--- config.mk ---
export PLATFORM = sky130hd
export DESIGN_NAME = rom_load_sequencer
export DESIGN_NICKNAME = d
export VERILOG_FILES = /design/src/rtl/superbug_pkg.sv /design/src/rtl/rom_region_decode.sv /design/src/rtl/rom_load_sequencer.sv
export SDC_FILE = /design/constraint.sdc
export NUM_CORES = 1
export LEC_CHECK = 0
export CORE_MARGIN = 2
export CORE_UTILIZATION = 40
export DETAILED_ROUTE_END_ITERATION = 12
export GPL_TIMING_DRIVEN = 0
export PLACE_DENSITY = 0.75
export REMOVE_ABC_BUFFERS = 1
export SYNTH_ARGS = -nofsm -noshare
export SYNTH_HDL_FRONTEND = slang
export SYNTH_HIERARCHICAL = 1
export SYNTH_SLANG_ARGS = --single-unit
--- constraint.sdc ---
create_clock -name clk_sys -period 2.9 [get_ports clk_sys]
set_input_delay 0.58 -clock clk_sys [delete_from_list [all_inputs] [get_ports clk_sys]]
set_output_delay 0.58 -clock clk_sys [all_outputs]
set_load 0.02 [all_outputs]
--- src/rtl/superbug_pkg.sv ---
// Shared types and constants for the superbug ROM download path.
package superbug_pkg;

  localparam int unsigned ROM_ADDR_W   = 17;
  localparam int unsigned IOCTL_ADDR_W = 25;
  localparam int unsigned BYTE_W       = 8;
  localparam int unsigned BYTE_COUNT_W = 18;
  localparam int unsigned REGION_W     = 4;

  // Default ROM map: region 0 starts at 0, region 3 ends at TOTAL_BYTES-1.
  localparam int unsigned DEF_REGION1_BASE  = 32'h3000;
  localparam int unsigned DEF_REGION2_BASE  = 32'h3800;
  localparam int unsigned DEF_REGION3_BASE  = 32'h4000;
  localparam int unsigned DEF_TOTAL_BYTES   = 32'h4800;
  localparam int unsigned DEF_SETTLE_CYCLES = 16;

  localparam logic [REGION_W-1:0] REGION_0 = 4'b0001;
  localparam logic [REGION_W-1:0] REGION_1 = 4'b0010;
  localparam logic [REGION_W-1:0] REGION_2 = 4'b0100;
  localparam logic [REGION_W-1:0] REGION_3 = 4'b1000;

  typedef enum logic [1:0] {
    IDLE   = 2'd0,
    LOAD   = 2'd1,
    SETTLE = 2'd2,
    RUN    = 2'd3
  } seq_state_e;

  typedef struct packed {
    logic [ROM_ADDR_W-1:0] addr;
    logic [BYTE_W-1:0]     data;
  } dn_bus_t;

endpackage

--- src/rtl/rom_region_decode.sv ---
// Combinational byte address to one-hot ROM region plus in-range flag.
module rom_region_decode
  import superbug_pkg::*;
#(
  parameter int unsigned REGION1_BASE = DEF_REGION1_BASE,
  parameter int unsigned REGION2_BASE = DEF_REGION2_BASE,
  parameter int unsigned REGION3_BASE = DEF_REGION3_BASE,
  parameter int unsigned TOTAL_BYTES  = DEF_TOTAL_BYTES
) (
  input  logic [IOCTL_ADDR_W-1:0] addr,
  output logic [REGION_W-1:0]     region_c,
  output logic                    in_range_c
);

  localparam logic [IOCTL_ADDR_W-1:0] R1 = IOCTL_ADDR_W'(REGION1_BASE);
  localparam logic [IOCTL_ADDR_W-1:0] R2 = IOCTL_ADDR_W'(REGION2_BASE);
  localparam logic [IOCTL_ADDR_W-1:0] R3 = IOCTL_ADDR_W'(REGION3_BASE);
  localparam logic [IOCTL_ADDR_W-1:0] RE = IOCTL_ADDR_W'(TOTAL_BYTES);

  // Full-width compares so stray upper address bits never alias into a region.
  always_comb begin
    region_c = REGION_3;
    if (addr < R1) begin
      region_c = REGION_0;
    end else if (addr < R2) begin
      region_c = REGION_1;
    end else if (addr < R3) begin
      region_c = REGION_2;
    end
  end

  assign in_range_c = (addr < RE);

endmodule

--- src/rtl/rom_load_sequencer.sv ---
// Sequences the HPS ioctl ROM download into the core's dn_* port and
// holds the core in reset through the download and a settle period.
module rom_load_sequencer
  import superbug_pkg::*;
#(
  parameter int unsigned REGION1_BASE  = DEF_REGION1_BASE,
  parameter int unsigned REGION2_BASE  = DEF_REGION2_BASE,
  parameter int unsigned REGION3_BASE  = DEF_REGION3_BASE,
  parameter int unsigned TOTAL_BYTES   = DEF_TOTAL_BYTES,
  parameter int unsigned SETTLE_CYCLES = DEF_SETTLE_CYCLES
) (
  input  logic                    clk_sys,
  input  logic                    reset,
  input  logic                    ioctl_download,
  input  logic                    ioctl_wr,
  input  logic [IOCTL_ADDR_W-1:0] ioctl_addr,
  input  logic [BYTE_W-1:0]       ioctl_dout,
  input  logic                    rst_req,
  output logic [ROM_ADDR_W-1:0]   dn_addr,
  output logic [BYTE_W-1:0]       dn_data,
  output logic                    dn_wr,
  output logic [REGION_W-1:0]     region_sel,
  output logic                    core_reset_n,
  output logic                    load_done,
  output logic                    load_error,
  output logic [BYTE_COUNT_W-1:0] byte_count
);

  localparam int unsigned SETTLE_W = (SETTLE_CYCLES > 1) ? $clog2(SETTLE_CYCLES) : 1;
  localparam logic [SETTLE_W-1:0]     SETTLE_LOAD = SETTLE_W'(SETTLE_CYCLES - 1);
  localparam logic [BYTE_COUNT_W-1:0] COUNT_MAX   = '1;
  localparam logic [BYTE_COUNT_W-1:0] COUNT_FULL  = BYTE_COUNT_W'(TOTAL_BYTES);

  seq_state_e                state_q, state_d;
  dn_bus_t                   dn_q, dn_d;
  logic                      dn_wr_d;
  logic [REGION_W-1:0]       region_sel_d;
  logic                      load_done_d;
  logic                      load_error_d;
  logic [BYTE_COUNT_W-1:0]   byte_count_d;
  logic                      overflow_q, overflow_d;
  logic [SETTLE_W-1:0]       settle_q, settle_d;
  logic                      start_load;
  logic [REGION_W-1:0]       dec_region;
  logic                      dec_in_range;

  rom_region_decode #(
    .REGION1_BASE (REGION1_BASE),
    .REGION2_BASE (REGION2_BASE),
    .REGION3_BASE (REGION3_BASE),
    .TOTAL_BYTES  (TOTAL_BYTES)
  ) u_decode (
    .addr       (ioctl_addr),
    .region_c   (dec_region),
    .in_range_c (dec_in_range)
  );

  // Next-state and next-output logic.
  always_comb begin
    state_d      = state_q;
    dn_d         = dn_q;
    dn_wr_d      = 1'b0;
    region_sel_d = '0;
    load_done_d  = load_done;
    load_error_d = load_error;
    byte_count_d = byte_count;
    overflow_d   = overflow_q;
    settle_d     = settle_q;
    start_load   = 1'b0;

    unique case (state_q)
      IDLE: begin
        if (ioctl_download) begin
          start_load = 1'b1;
        end
      end

      LOAD: begin
        // A strobe coincident with download falling is still taken.
        if (ioctl_wr) begin
          if (dec_in_range) begin
            dn_wr_d      = 1'b1;
            dn_d.addr    = ioctl_addr[ROM_ADDR_W-1:0];
            dn_d.data    = ioctl_dout;
            region_sel_d = dec_region;
            if (byte_count != COUNT_MAX) begin
              byte_count_d = byte_count + BYTE_COUNT_W'(1);
            end
          end else begin
            overflow_d = 1'b1;
          end
        end
        if (!ioctl_download) begin
          state_d  = SETTLE;
          settle_d = SETTLE_LOAD;
        end
      end

      SETTLE: begin
        if (ioctl_download) begin
          start_load = 1'b1;
        end else if (settle_q == '0) begin
          state_d      = RUN;
          load_done_d  = 1'b1;
          load_error_d = (byte_count != COUNT_FULL) | overflow_q;
        end else begin
          settle_d = settle_q - SETTLE_W'(1);
        end
      end

      RUN: begin
        if (ioctl_download) begin
          start_load = 1'b1;
        end
      end

      default: begin
        state_d = IDLE;
      end
    endcase

    // Every new download starts from clean counters and flags.
    if (start_load) begin
      state_d      = LOAD;
      byte_count_d = '0;
      overflow_d   = 1'b0;
      load_done_d  = 1'b0;
      load_error_d = 1'b0;
    end
  end

  // State and output registers.
  always_ff @(posedge clk_sys) begin
    if (reset) begin
      state_q    <= IDLE;
      dn_q       <= '0;
      dn_wr      <= 1'b0;
      region_sel <= '0;
      load_done  <= 1'b0;
      load_error <= 1'b0;
      byte_count <= '0;
      overflow_q <= 1'b0;
      settle_q   <= '0;
    end else begin
      state_q    <= state_d;
      dn_q       <= dn_d;
      dn_wr      <= dn_wr_d;
      region_sel <= region_sel_d;
      load_done  <= load_done_d;
      load_error <= load_error_d;
      byte_count <= byte_count_d;
      overflow_q <= overflow_d;
      settle_q   <= settle_d;
    end
  end

  assign dn_addr = dn_q.addr;
  assign dn_data = dn_q.data;

  // Combinational so a run-time reset request reaches the core in the same cycle.
  assign core_reset_n = (state_q == RUN) & ~rst_req;

endmodule
== After elaboration in Yosys (flattened, before gate mapping) ==
Index checks and enable logic that the tools add are counted.

* Add/subtract/negate cells: 2
* $mul: 0
* Div/mod/pow operators: 0
* $lt $le $gt $ge: 4
* Equality and inequality tests: 12
* Shifts and indexed selects: 0
* Mux-type cells: 15
* Bitwise operators: 7
* Reductions and logical operators: 17

{| class="wikitable"
|+ Operators by type and width
! operator !! number
|-
| $lt A25 B14 Y1 const B || 2
|-
| $lt A25 B15 Y1 const B || 2
|-
| $add A18 B1 Y18 const B || 1
|-
| $ne A18 B15 Y1 const B || 1
|-
| $ne A18 B18 Y1 const B || 1
|-
| $mux W4 || 4
|-
| $reduce_and A4 Y1 || 4
|-
| $ne A3 B3 Y1 const B || 3
|-
| $reduce_and A3 Y1 || 3
|-
| $mux W2 || 4
|-
| $ne A2 B2 Y1 const B || 4
|-
| $pmux W4 S2 || 1
|-
| $reduce_or A3 Y1 || 2
|-
| $reduce_or A6 Y1 || 1
|-
| $mux W1 || 5
|-
| $not A1 Y1 || 5
|-
| $reduce_or A5 Y1 || 1
|-
| $eq A2 B2 Y1 const B || 2
|-
| $logic_not A4 Y1 || 1
|-
| $pmux W2 S2 || 1
|-
| $reduce_or A4 Y1 || 1
|-
| $sub A4 B1 Y4 const B || 1
|-
| $reduce_bool A3 Y1 || 1
|-
| $eq A2 B1 Y1 const B || 1
|-
| other kinds (5) || 5
|}

* Bits in registers: 57
* Latch bits: 0
* Memory bits (writable): 0
* Bits in read-only memories: 0
* Input bits: 38
* Memories kept: 0

== Logic depth before layout (Yosys ltp) ==
Gate-level depths: netlist of run 1.

* Word-level depth: 5
* Mapped depth: 8

== Cells and area by module ==
Netlist of run 1, hierarchy kept.

{| class="wikitable"
|+ By module, submodules not included
! module !! times used !! cells each !! area an instance (µm²)
|-
| rom_load_sequencer || 1 || 282 || 2351.0
|-
| rom_region_decode || 1 || 12 || 96.3
|}

== Worst setup path after synthesis of run 1 ==
OpenSTA, ideal clock, no wires.

* Path type: input to register
* Start: in ioctl_addr[18]
* End: reg byte_count[17]
* Library setup time: 0.071 ns
* Arrival time: 2.903 ns
* Data required time: 2.829 ns
* Setup slack: -0.073 ns
* Stages on the path: 6
* Path through: or4_4 nor4b_1 nand4b_2 or4_4 or4_1 a21oi_1

* Longest elaborated chain between the ends: 2

{| class="wikitable"
|+ Ends and longest elaborated chain
! element !! line !! text
|-
| from (decl) || rom_load_sequencer.sv:16 || <nowiki>input logic [IOCTL_ADDR_W-1:0] ioctl_addr,</nowiki>
|-
| $lt A25 B15 Y1 || rom_region_decode.sv:32 || <nowiki>assign in_range_c = (addr < RE);</nowiki>
|-
| named net dec_in_range || rom_load_sequencer.sv:45 || <nowiki>logic dec_in_range;</nowiki>
|-
| $reduce_and A4 Y1 (no line) || -- ||
|-
| to (signal assigned) || rom_load_sequencer.sv:151 || <nowiki>byte_count <= byte_count_d;</nowiki>
|-
| to (decl) || rom_load_sequencer.sv:26 || <nowiki>output logic [BYTE_COUNT_W-1:0] byte_count</nowiki>
|}

The timed path passes the listed nets, and every way through them passes these cells.
A chain may end at the register's enable or synchronous reset.

== Final worst setup path of run 1 ==
* Start: in ioctl_addr[22]
* End: reg byte_count[17]

Same word-level chain as after synthesis.

==> results by group, run 1 <==
Status
  • Status: finished clean

GRT
  • Number of global-route vias before repair: about 2200
  • Global-route wire length before repair: ~11000 um
  • M2 GR Usage: 0.3411
  • Initial antenna violation count: 0
  • GR Util met1: 0.2487
  • GRT busiest layer: met2
  • Largest net degree at the start of global routing: 35
  • Gr ovfl total: 0
  • GR Util All Layers: 0.2094
  • Met3 usage: 0.07500

Route
  • 1st-iter DRT viols: roughly 120
  • Wirelength per Cell: 14.48 um
  • Vias: 2444
  • WL final: 6790 um
  • DRT Pass-1 Iters: 4
  • Drc violations: 0
  • Avg Vias per Cell: 5.211
  • Detail Route Antenna Nets: 0

Logic synthesis
  • Xor-xnor portion of the synthesized cell area: 0.04652
  • Post-synthesis mux area share: 0
  • Main combinational cell family by area after synthesis: simple AND/OR/NAND/NOR gates
  • Number of cells produced by synthesis: around 290
  • Post-synth EDFFs: 0
  • FFs w/ async S/R, synth: 0
  • Share of Yosys cell area claimed by the top area cell type: 0.4663
  • Adder-cell share of the synthesized area: 0.01534
  • Syn avg cell area: about 8.3 um^2
  • Synth area leaders: dfxtp_1, nand2_1, a21oi_1
  • Synth cell count leaders: nand2_1, dfxtp_1, a21oi_1
  • Post-Synth Simple-Gate Area: 0.2996
  • Distinct cells, synth: 40
  • Post-synth top area cell: dfxtp_1
  • Most common cell in the netlist: nand2_1
  • Sequential area share after synthesis: 0.4663
  • Main flop type after synthesis: dfxtp_1
  • Synthesized cell area: approximately 0.0024 mm^2
  • Yosys warning count: 6
  • Synth Register Bits: 57
  • Post-synthesis compound-gate area fraction: 0.1416

STA
  • Final setup violation count: 0
  • Hold Vio Cnt, Final: 0
  • Clk_skew: between 7 and 8 ps
  • FMAX: approximately 350 MHz
  • Setup TNS Final: 0 ps
  • Final worst path period need: 2885 ps
  • Max-slew violations: 0
  • Final setup margin: approximately 15 ps
  • Slew @ Worst Pin: 1235 ps
  • Relative slew slack: 0.1739
  • Period utilization: 0.9949

Die
  • Die Wd: roughly 82 um
  • Full die area: 0.006760 mm^2
  • Num rows: 28
  • Initial core utilization: 0.4134
  • Top Ports: 89
  • Die Height: just over 80 um
  • Core footprint: slightly below 0.006 mm^2

Worst setup path
  • Worst path buffer plus inverter count: 1
  • Worst Setup Start Kind: primary input
  • Worst path arrival time: ~3200 ps
  • Crit Path Category: in -> reg
  • CP max stage delay: around 600 ps
  • Largest delay share family, worst path: simple AND/OR/NAND/NOR gates
  • Critical-path cell list: dlygate4sd2_1 -> or4_4 -> nor4b_4 -> nand4b_4 -> or4_4 -> or4_1 -> a21oi_1
  • Crit. End Element: flop
  • CP Data Required Time: approximately 3200 ps
  • CP dominant cell by count: or4_4
  • Critical path fanouts, max: 5
  • Critical path's slowest cell: or4_4

Finish
  • Layout area overhead: 50.46%
  • Fill count: approximately 530
  • Share of layout cells above drive strength 1: 0.09645
  • Antenna fix cells: 0
  • Final Non-Filler Cells: around 470
  • Final #Nets: 431
  • Final Util: 0.6219
  • Final instance area: around 0.0037 mm^2

CTS
  • Worst skew pair latency: 330 ps
  • CTS Buffer Depth: 2
  • Root buffer cell: clkbuf_8
  • H-tree levels: 3
  • Clock transition at path regs: ~70 ps
  • CTS Sinks: between 50 and 60
  • CTS tree: yes
  • CTS buffer count: 9

Job
  • MaxCap Viol Count: 0

Place
  • IO Port Bufs: slightly below 90
  • Placed Cells incl. Taps: between 400 and 500
  • Placed cell areas: roughly 0.0034 mm^2
  • Dpl ws: -1476 ps
  • Gpl congestion: between 0.8 and 0.9
  • Dpl hpwl: around 4400 um

Pwr
  • P_leak: between 0.001 and 0.0015 uW
  • Power density cells: approximately 430 mW/mm^2
  • Worst IR Drop VDD: approximately 270 uV

Hold path
  • Hold crit path type: reg -> reg
==> logic make-up (layout without fill, tap and decap cells) <==
family | after synthesis | after routing
adder cells (fa/ha/maj) | 3 | 3
buffers and inverters | 20 | 119
AO/OA/AOI/OAI | 59 | 59
XOR/XNOR | 13 | 13
AND/OR/NAND/NOR | 142 | 143
flip-flops | 57 | 57
==> final timing paths <==
kind | slack, ps | cells after the start | startpoint | endpoint
min reg2reg | 450 | 2 | dn_addr[13] | dn_addr[13]
min | 450 | 2 | dn_addr[13] | dn_addr[13]
max reg2reg | 750 | 5 | byte_count[3] | byte_count[17]
max | 10 | 7 | ioctl_addr[22] | byte_count[17]
==> stage by stage <==
stage	total power, uW	hold WS, ps
finish	1600	452.9
global route	1675	473.4
CTS	1613	455.3
detailed placement	911.5	446.9
global placement	910.0	442.2
floorplan	841.1	432.1
==> repair_timing <==
item                       4_1_cts  5_1_grt
setup endpoints to repair       48        8
cloned                           1        0
buffers inserted                 6        2
hold buffers                     0        0
pin swaps                        7       11
resized for setup               19        4
==> sequential cells by signal, summed over array words and instances, names as in the netlist <==
signal	count
state_q	2
dn_data	8
load_error	1
region_sel	4
dn_wr	1
load_done	1
byte_count	18
settle_q	4
dn_addr	17
overflow_q	1
==> layout by cell type (no fill, tap or decap), types with 7 or more instances in the layout <==
cell             count
xnor2_1              8
nand2_1             59
clkdlybuf4s50_1     78
inv_1                8
nor2_1              27
buf_4                8
nand3_1             10
dlygate4sd2_1        7
a21oi_1             36
clkbuf_8             9
dfxtp_1             57
==> area by class of cell <==
cell class                      count  area [um^2]  area share
Tap cell                           75        93.84     0.02548
Sequential cell                    57         1141      0.3099
Timing Repair Buffer               96        932.1      0.2531
Clock buffer                        9        123.9     0.03364
Inverter                            8        30.03    0.008155
Clock inverter                      6        60.06     0.01631
Multi-Input combinational cell    218         1301      0.3534
==> layer usage <==
| layer | part of all wire | wire [um] |
|---|---|---|
| met5 | 0 | 0 |
| met4 | 0.011 | 74 |
| met3 | 0.089 | 604 |
| met2 | 0.47 | 3201 |
| met1 | 0.43 | 2909 |
==> power breakdown <==
| group | switching [uW] | internal, uW | total [uW] |
|---|---|---|---|
| combinational | 41.8 | 57.2 | 99.0 |
| sequential | 7.74 | 789 | 797 |
| clock | 318 | 386 | 704 |
==> worst register-to-register path, stage by stage (launching register included) <==
cell	delay, ps
dfxtp_1	480
nand4_1	300
nor2_1	700
and2_1	330
or4_1	140
a21oi_1	60
Note: power is estimated with default switching activity, not from simulation.
==> inputs of run 2 (changes only) <==
Settings changed: CORE_MARGIN 2 to default.
==> run 2 against run 1 <==
Register-to-register slack got worse by 70 ps. Flip-flop and latch count did not move. Total power rose by 9.2%. Critical path depth did not move. Combinational power barely moved. Largest cell class unchanged. Clock skew fell by 0.69 ps. Cell area rose by 1.5%. Critical path type unchanged. Sequential share of layout area fell by 0.46 points. Global-route usage rose by 1.3 points. Cell count rose by 0.21%.
==> results by group, run 2 (synthesis results as in run 1) <==
Route
  • DRT Pass-1 Iters: 4
  • 1st-iter DRT viols: a little over 100
  • Drc violations: 0
  • Detail Route Antenna Nets: 0
  • Vias: between 2000 and 2500
  • WL final: between 6000 and 7000 um
  • Wirelength per Cell: roughly 15 um
  • Avg Vias per Cell: around 5.2

Pwr
  • Clock power share: 0.487
  • Logic pwr share: 0.057
  • Worst IR Drop VDD: 238.6 uV
  • P_leak: 0.001322 uW
  • Power density cells: 467.5 mW/mm^2
  • Internal power: 1373 uW
  • Switching Fraction: 0.2140
  • Net switching power figure: roughly 370 uW
  • Share of power burned in registers: 0.456

STA
  • Period utilization: 0.9788
  • Clk_skew: approximately 6.6 ps
  • FMAX: approximately 350 MHz
  • Max-slew violations: 0
  • RSZ-0062 raised after global routing: yes
  • Final worst path period need: about 2800 ps
  • Fin Hold WS: around 450 ps
  • Relative slew slack: 0.1760
  • Final setup violation count: 0
  • Slew @ Worst Pin: approximately 1200 ps
  • Hold Vio Cnt, Final: 0

CTS
  • Worst skew pair latency: 340 ps
  • CTS Sinks: 57
  • CTS Buffer Depth: 2
  • Clock transition at path regs: 70 ps
  • CTS tree: yes
  • H-tree levels: 3
  • Root buffer cell: clkbuf_8
  • CTS buffer count: 9
  • Hold_buf cts: 0

Die
  • Full die area: about 0.0064 mm^2
  • Num rows: 28
  • Initial core utilization: 0.4134
  • Die Wd: approximately 80 um
  • Core footprint: between 0.005 and 0.006 mm^2
  • Die Height: between 80 and 90 um
  • Top Ports: 89

GRT
  • GRT busiest layer: met2
  • M2 GR Usage: 0.3632
  • Gr ovfl total: 0
  • GR Util met1: 0.2703
  • Number of global-route vias before repair: 2218
  • Met3 usage: 0.04659
  • GR Util All Layers: 0.2222
  • Initial antenna violation count: 0
  • Largest net degree at the start of global routing: 35
  • Global-route wire length before repair: 10900 um

Place
  • Placed cell areas: 0.003377 mm^2
  • Dpl hpwl: 4332 um
  • IO Port Bufs: about 90
  • Gpl congestion: approximately 0.86

Hold path
  • Min-delay src: dn_data[0]
  • Cells on Worst Hold Path: 2
  • Hold crit path type: reg -> reg
  • WHS Endpoint: dn_data[0]

Worst setup path
  • Reg2Reg Depth: 5
  • CP max stage delay: 610 ps
  • R2r endpoint: byte_count[6]
  • R2R Path Start: byte_count[3]
  • Worst Setup Start Kind: primary input
  • Setup slack, reg-to-reg: around 680 ps
  • CP Data Required Time: 3170 ps
  • Critical path fanouts, max: 5
  • Worst path arrival time: slightly above 3000 ps
  • Crit Path Category: in -> reg
  • Critical-path cell list: dlygate4sd2_1 -> or4_4 -> nor4b_4 -> nand4b_4 -> or4_4 -> or4_1 -> a21oi_1
  • Crit. End Element: flop
  • CP dominant cell by count: or4_4
  • Critical path's slowest cell: or4_4

Status
  • Status: finished clean

Finish
  • Final instance area: 0.003737 mm^2
  • Layout area overhead: 52.71%
  • Max reg flops: 18
  • Final #Nets: about 430
  • Most frequent cells in the layout: clkdlybuf4s50_1, nand2_1, dfxtp_1, a21oi_1, nor2_1
  • Antenna fix cells: 0
  • Fill count: around 520
  • Most common cell after layout, fill and taps aside: clkdlybuf4s50_1
  • Largest Register: byte_count
  • Share of layout cells above drive strength 1: 0.1013

Job
  • MaxCap Viol Count: 0
## run 2: worst max path at each step
stage / startpoint / endpoint / slack (ps)
after global routing: ioctl_addr[22] / byte_count[17] / -70
final: ioctl_addr[22] / byte_count[17] / 60
after global placement: ioctl_addr[18] / byte_count[13] / -1500
after detailed placement: ioctl_addr[22] / byte_count[13] / -1530
after CTS: ioctl_addr[12] / byte_count[17] / 2
after floorplan: ioctl_addr[18] / byte_count[17] / -560
## run 2: what timing repair did
action,4_1_cts,5_1_grt
setup endpoints to repair,48,12
gates resized for setup,19,5
cloned,1,0
buffers inserted,6,2
pin swaps,7,8
## run 2: area by class of cell
cell class,count,area (um^2),share of cell area
multi-input combinational,218,1306,0.3495
timing repair buffer,96,937.1,0.2508
clock inverter,5,77.57,0.02076
sequential,57,1141,0.3053
clock buffer,11,151.4,0.04051
inverter,8,30.03,0.008035
tap,75,93.84,0.02511
## run 2: routing by layer
layer | wire length, um | part of all wire | vias up
met1 | 3001 | 0.44 | 1135
met5 | 0 | 0 | -
li1 | - | - | 1224
met4 | 142 | 0.021 | 0
met3 | 517 | 0.075 | 11
met2 | 3223 | 0.47 | 96
## run 2: per-stage QoR
stage | power (uW) | setup slack (ps) | setup TNS [ps] | utilization | instances
2_1_floorplan | 841.1 | -561.3 | -4933 | - | 282
3_3_place_gp | 910.9 | -1502 | -38890 | 0.5704 | 445
3_5_place_dp | 911.8 | -1535 | -40570 | 0.5704 | 445
4_1_cts | 1760 | 1.812 | 0 | 0.6249 | 468
5_1_grt | 1807 | -69.26 | -88.25 | 0.6312 | 470
6_report | 1747 | 61.55 | 0 | 0.6312 | 470
## run 2: power by group through the flow
stage / sequential, uW / combinational (uW) / clock (uW)
2_1_floorplan: 812 / 29.2 / 0
3_3_place_gp: 812 / 98.4 / 0
3_5_place_dp: 813 / 99.0 / 0
4_1_cts: 797 / 99.7 / 863
5_1_grt: 797 / 109 / 901
6_report: 797 / 99.1 / 851
## run 2: critical path: cells and delay by family
kind | cells | cell delay, ps
buffers and inverters | 1 | 230
AND/OR/NAND/NOR | 5 | 2170
AO/OA/AOI/OAI | 1 | 120
